===== config.mk =====
export PLATFORM = sky130hd
export DESIGN_NAME = mem_bus_arbiter
export DESIGN_NICKNAME = d
export VERILOG_FILES = /design/src/rtl/mem_bus_arbiter.sv
export SDC_FILE = /design/constraint.sdc
export NUM_CORES = 1
export LEC_CHECK = 0
export ABC_AREA = 0
export CORE_AREA = 5 5 106 108
export DETAILED_ROUTE_END_ITERATION = 10
export DIE_AREA = 0 0 111 113
export PLACE_DENSITY = 0.66
export REMOVE_ABC_BUFFERS = 1
export SETUP_SLACK_MARGIN = 0.4
export SYNTH_ARGS = -nofsm -noshare
export SYNTH_HDL_FRONTEND = slang
export SYNTH_SLANG_ARGS = --single-unit

===== constraint.sdc =====
create_clock -name clk -period 1.27 [get_ports clk]
set_input_delay 0.381 -clock clk [delete_from_list [all_inputs] [get_ports clk]]
set_output_delay 0.381 -clock clk [all_outputs]
set_load 0.01 [all_outputs]

===== src/rtl/mem_bus_arbiter.sv =====
// Two-master round-robin arbiter for a picorv32-style native memory bus.
// Optional slave-ready watchdog enabled by defining MEM_ARB_TIMEOUT_EN.
module mem_bus_arbiter #(
   parameter int ADDR_WIDTH = 32,
   parameter int DATA_WIDTH = 32,
   parameter int TIMEOUT    = 255
) (
   input  logic                    clk,
   input  logic                    rst_n,
   input  logic [1:0]              m_valid,
   input  logic [ADDR_WIDTH-1:0]   m_addr0,
   input  logic [DATA_WIDTH-1:0]   m_wdata0,
   input  logic [DATA_WIDTH/8-1:0] m_wstrb0,
   input  logic [ADDR_WIDTH-1:0]   m_addr1,
   input  logic [DATA_WIDTH-1:0]   m_wdata1,
   input  logic [DATA_WIDTH/8-1:0] m_wstrb1,
   output logic [1:0]              m_ready,
   output logic [DATA_WIDTH-1:0]   m_rdata,
   output logic                    s_valid,
   output logic [ADDR_WIDTH-1:0]   s_addr,
   output logic [DATA_WIDTH-1:0]   s_wdata,
   output logic [DATA_WIDTH/8-1:0] s_wstrb,
   input  logic                    s_ready,
   input  logic [DATA_WIDTH-1:0]   s_rdata,
   output logic [1:0]              grant,
   output logic                    timeout
);

   typedef enum logic {IDLE, BUSY} state_t;

   state_t state, state_nxt;
   logic   gnt, gnt_nxt;
   logic   last, last_nxt;
   logic   busy, req_live, abort, done;

   assign busy     = (state == BUSY);
   assign req_live = busy && m_valid[gnt];

`ifdef MEM_ARB_TIMEOUT_EN
   localparam int WDOG_W = (TIMEOUT > 1) ? $clog2(TIMEOUT) : 1;
   logic [WDOG_W-1:0] wdog;

   // Held at zero outside BUSY, so every grant starts a fresh count.
   always_ff @(posedge clk or negedge rst_n) begin
      if (!rst_n)
         wdog <= '0;
      else if (!busy)
         wdog <= '0;
      else if (!s_ready)
         wdog <= wdog + WDOG_W'(1);
   end

   assign abort = req_live && !s_ready && (wdog == WDOG_W'(TIMEOUT - 1));
`else
   assign abort = 1'b0;
`endif

   assign done = req_live && (s_ready || abort);

   always_ff @(posedge clk or negedge rst_n) begin
      if (!rst_n) begin
         state <= IDLE;
         gnt   <= 1'b0;
         last  <= 1'b1;
      end else begin
         state <= state_nxt;
         gnt   <= gnt_nxt;
         last  <= last_nxt;
      end
   end

   always_comb begin
      state_nxt = state;
      gnt_nxt   = gnt;
      last_nxt  = last;
      case (state)
         IDLE: begin
            if (|m_valid) begin
               state_nxt = BUSY;
               // On a tie the master that did not finish last goes first.
               gnt_nxt   = (&m_valid) ? ~last : m_valid[1];
            end
         end
         BUSY: begin
            if (!m_valid[gnt]) begin
               state_nxt = IDLE;
            end else if (done) begin
               state_nxt = IDLE;
               last_nxt  = gnt;
            end
         end
         default: state_nxt = IDLE;
      endcase
   end

   // s_ready is deliberately ignored in IDLE: stale registered-valid slaves.
   always_comb begin
      m_ready = '0;
      m_rdata = s_rdata;
      s_valid = 1'b0;
      s_addr  = '0;
      s_wdata = '0;
      s_wstrb = '0;
      grant   = '0;
      timeout = 1'b0;
      if (busy) begin
         s_valid      = m_valid[gnt];
         s_addr       = gnt ? m_addr1  : m_addr0;
         s_wdata      = gnt ? m_wdata1 : m_wdata0;
         s_wstrb      = gnt ? m_wstrb1 : m_wstrb0;
         grant[gnt]   = 1'b1;
         m_ready[gnt] = done;
         if (abort) begin
            m_rdata = DATA_WIDTH'(32'hDEAD_BEEF);
            timeout = 1'b1;
         end
      end
   end

endmodule


# Word level (Yosys, flattened, before mapping)
# Index checks and enable logic that the tools add are counted.
[word_totals]
ff_bits = 3
wordCells = 33
output_inout_bits = 106
[classes]
muxes = 18
n_lt_le_gt_ge = 2
bitwise = 3
n_reduce_logical = 7
[op_table]
columns = ["cell", "count"]
rows = [
  ["32-bit 2-to-1 mux", 4],
  ["1-bit 2-to-1 mux", 8],
  ["4-bit 2-to-1 mux", 2],
  ["2-bit 2-to-1 mux", 2],
  ["2-bit AND reduction", 2],
  ["1-bit logical AND", 3],
  ["3-bit AND reduction", 1],
  ["2-bit bitwise AND", 1],
  ["1-bit by 2-bit less-than comparator with 1-bit output (second input constant)", 1],
  ["1-bit NOT", 2],
  ["1-bit one-hot mux with 2 select lines", 1],
  ["2-bit OR reduction", 1],
  ["1-bit demux with 1-bit select", 1],
  ["1-bit greater-or-equal comparator (second input constant)", 1],
]

# Longest topological paths before layout
[logic_depth]
depth_word = 7
ltp_mapped = 4

# Worst setup path after synthesis
# OpenSTA, ideal clock, no wires.
[synth_path]
kind = "flip-flop to output port"
startpoint = "register gnt"
endpoint = "output port s_addr[0]"
t_required_ps = 889
arrival_time_ps = 954
stages_incl_launch_ff = 5
setup_slack_ps = -65
path_cell_list = "dfrtp_1 > buf_6 > buf_8 > mux2i_1 > nor2_1"
[synth_between]
elab_chain_len = 2
[synth_rtl]
columns = ["item", "line", "text"]
rows = [
  ["from (decl)", "32", "logic gnt, gnt_nxt;"],
  ["from (signal assigned)", "67", "gnt <= gnt_nxt;"],
  ["32-bit 2-to-1 mux", "108", "s_addr = gnt ? m_addr1 : m_addr0;"],
  ["32-bit 2-to-1 mux", "106", "if (busy) begin"],
  ["to (decl)", "20", "output logic [ADDR_WIDTH-1:0] s_addr,"],
]
# No other way between the ends.

# Worst setup path after layout
[layout_path]
startpoint = "register gnt"
endpoint = "output port m_ready[0]"
[layout_between]
elab_chain_len = 6
[layout_rtl]
columns = ["item", "line", "text"]
rows = [
  ["1-bit by 2-bit less-than comparator with 1-bit output (not written as such), or another cell as far along", "112", "m_ready[gnt] = done;"],
  ["1-bit logical AND (not written as such) or 1-bit 2-to-1 mux (tied branches)", "112, 37", ""],
  ["1-bit 2-to-1 mux (not written as such) or 1-bit logical AND (tied branches)", "112, 37", ""],
  ["1-bit demux with 1-bit select or 1-bit logical AND (tied branches)", "112, 58", ""],
  ["2-bit bitwise AND (no line) *", "--", ""],
  ["2-bit 2-to-1 mux *", "106", ""],
  ["to (decl)", "17", "output logic [1:0] m_ready,"],
]
# Mark *: on every way between the ends. The rest lies on a longest branch, timed or not. The select of a mux whose other input is x is not followed.

==> results.toml <==
[place]
io_buffers = 213
dpl.hpwl_um = 7260
gp_congestion = 0.760
placed_area_um2 = 3520

[synth]
ys_seq_elements = 3
ys_types = 20
synthCells = 203
synth_warnings = 0
syn_area_per_cell_um2 = 7.33
ys_seq_area_share_pct = 5.13
syn_area_um2 = 1490

[routing]
drc = 0
drt-total-wl_um = 9380
viasPerCell = 4.02
detail-route-antenna-nets = 0
drt-initial-drc-count = 59
drt-pass1-iter-count = 4
wire_per_inst_um = 17.6
vias = 2142

[pwr]
ir_drop_uv = 665
power_density_nw_per_um2 = 1410
p_leak_nw = 1.77

[global_routing]
grt_pass1_vias = 2439
grt_overflow_total = 0
grt_max_degree = 39
grt_pass1_wl_um = 13500
grt_util_all_layers_pct = 13.7
antenna_found_initial = 0

[sta]
min_period_over_period_pct = 145
fin_ws_ns = -0.567
fmax_ghz = 0.544
slew_violations = 0
rsz0062_at_grt = "true"
finalHoldViolations = 0
fin_skew_ns = 0.00503
min_period_ns = 1.84
setup_violations = 76
finalSetupTns_ns = -36.40

[worst_setup_path]
crit_fanout = 9
startpoint = "gnt"
arrival_ns = 1.46
worstPathRequired_ns = 0.89
end_kind = "output port"
rr_startpoint = "gnt"
critPathKind = "flop to output port"
start_kind = "flop"

[floorplanning]
io_pins = 279
die_h_um = 113
die_w_um = 111
initial_core_util_pct = 14.7
die_area_um2 = 12500
rows = 37
core_area_um2 = 10100

[clock_network]
cts.sinks = 3
clockRootBuffer = "clkbuf_8"
cts_tree = "yes"
clk-insertion-delay-late_ns = 0.22
htreeDepth = 1
cts_buffers = 3
ctsHoldBuffers = 0
path_clk_slew_ns = 0.03
max-clock-path-buffers = 2

[layout]
utilization_pct = 35.4
drive_gt1_share_pct = 27.5
antenna-diode-count = 0
stdcell_area_um2 = 3590
nets = 571
synthToLayoutAreaGrowth_pct = 141

[hold_path]
hold_class = "input port to async pin"

[status]
status = "finished, violations left"
violations = "negative setup slack"

[run]
drv_cap = 0
## synthesized netlist by cell type (all sizes together)
cell type / number / area share [%]
a31oi: 1 / 0.42
a32o: 1 / 0.67
and2: 1 / 0.42
and4: 1 / 0.59
and4b: 1 / 0.67
buf: 42 / 24
clkbuf: 6 / 1.5
conb: 1 / 0.25
dfrtp: 2 / 3.4
dfstp: 1 / 1.8
inv: 1 / 0.25
mux2i: 69 / 46
nand2: 1 / 0.25
nand2b: 1 / 0.42
nor2: 72 / 18
nor3: 1 / 0.34
o22ai: 1 / 0.42
## cell families after synthesis
| group | Yosys count | share of synthesized area (%) |
|---|---|---|
| AND/OR/NAND/NOR | 78 | 20.8 |
| multiplexers | 69 | 46.4 |
| buffers and inverters | 49 | 25.9 |
| AO/OA/AOI/OAI | 3 | 1.51 |
| flip-flops | 3 | 5.13 |
| other | 1 | 0.252 |
## layout by cell type (no fill, tap or decap), types with 2 or more instances in the layout
| cell type | Yosys | final |
|---|---|---|
| mux2i_4 | 0 | 2 |
| buf_12 | 0 | 4 |
| mux2i_1 | 69 | 65 |
| buf_2 | 2 | 71 |
| buf_4 | 33 | 10 |
| clkdlybuf4s50_1 | 0 | 140 |
| buf_16 | 0 | 10 |
| clkbuf_8 | 0 | 3 |
| buf_6 | 1 | 2 |
| mux2i_2 | 0 | 2 |
| nor2_1 | 72 | 72 |
## layout make-up
class | instances | area [um2]
Clock buffer | 4 | 45.0
Tap cell | 136 | 170
Fill cell | 1083 | 6550
Timing Repair Buffer | 238 | 2220
Sequential cell | 3 | 80.1
Multi-Input combinational cell | 151 | 1070
Inverter | 1 | 3.75
## metal layers
metal | up-vias | global-route usage, % | share of wire (%)
met5 | - | 5.10 | 0.94
met4 | 2 | 2.05 | 0.51
met3 | 8 | 8.77 | 14
met2 | 163 | 23.5 | 48
met1 | 935 | 14.2 | 37
li1 | 1034 | - | -
## worst max-delay path, cell delays in order (launching register included)
cell	delay [ns]
dfrtp_4	0.51
buf_6	0.17
buf_16	0.15
and4b_1	0.26
buf_2	0.15
## metrics by stage
stage	cells	hold slack [ns]	power, mW	worst slack, ns
2_1_floorplan	155	0.0854	1.65	-2.02
3_3_place_gp	512	0.506	4.19	-0.774
3_5_place_dp	512	0.497	4.22	-0.766
4_1_cts	531	0.360	5.13	-0.564
5_1_grt	533	0.370	5.43	-0.607
6_report	533	0.356	5.06	-0.567
## where the power goes
part | leakage (nW) | total [mW] | switching (mW) | internal [mW]
registers | 0.0326 | 0.199 | 0.0496 | 0.150
logic | 1.72 | 4.58 | 2.01 | 2.56
clock network | 0.0228 | 0.286 | 0.0712 | 0.215
## state kept, by name, indices dropped and copies added, names as in the netlist
register  count
last          1
gnt           1
busy          1
## final timing paths
check	depth (start not counted)	slack (ns)	endpoint
hold / removal	1	0.36	gnt
min in group clk	2	0.50	last
max in group asynchronous	1	0.70	last
setup reg to reg	6	-0.21	last
hold reg to reg	2	0.50	last
setup / recovery	4	-0.57	m_ready[0]
## timing repair
action / 4_1_cts / 5_1_grt
pin swaps: 5 / 5
endpoints found under the setup margin: 76 / 76
endpoints found under the hold margin: 0 / 0
cloned: 8 / 0
gates resized for setup: 311 / 3
setup buffers: 7 / 2
No activity file was read; power rests on OpenSTA's default activity.
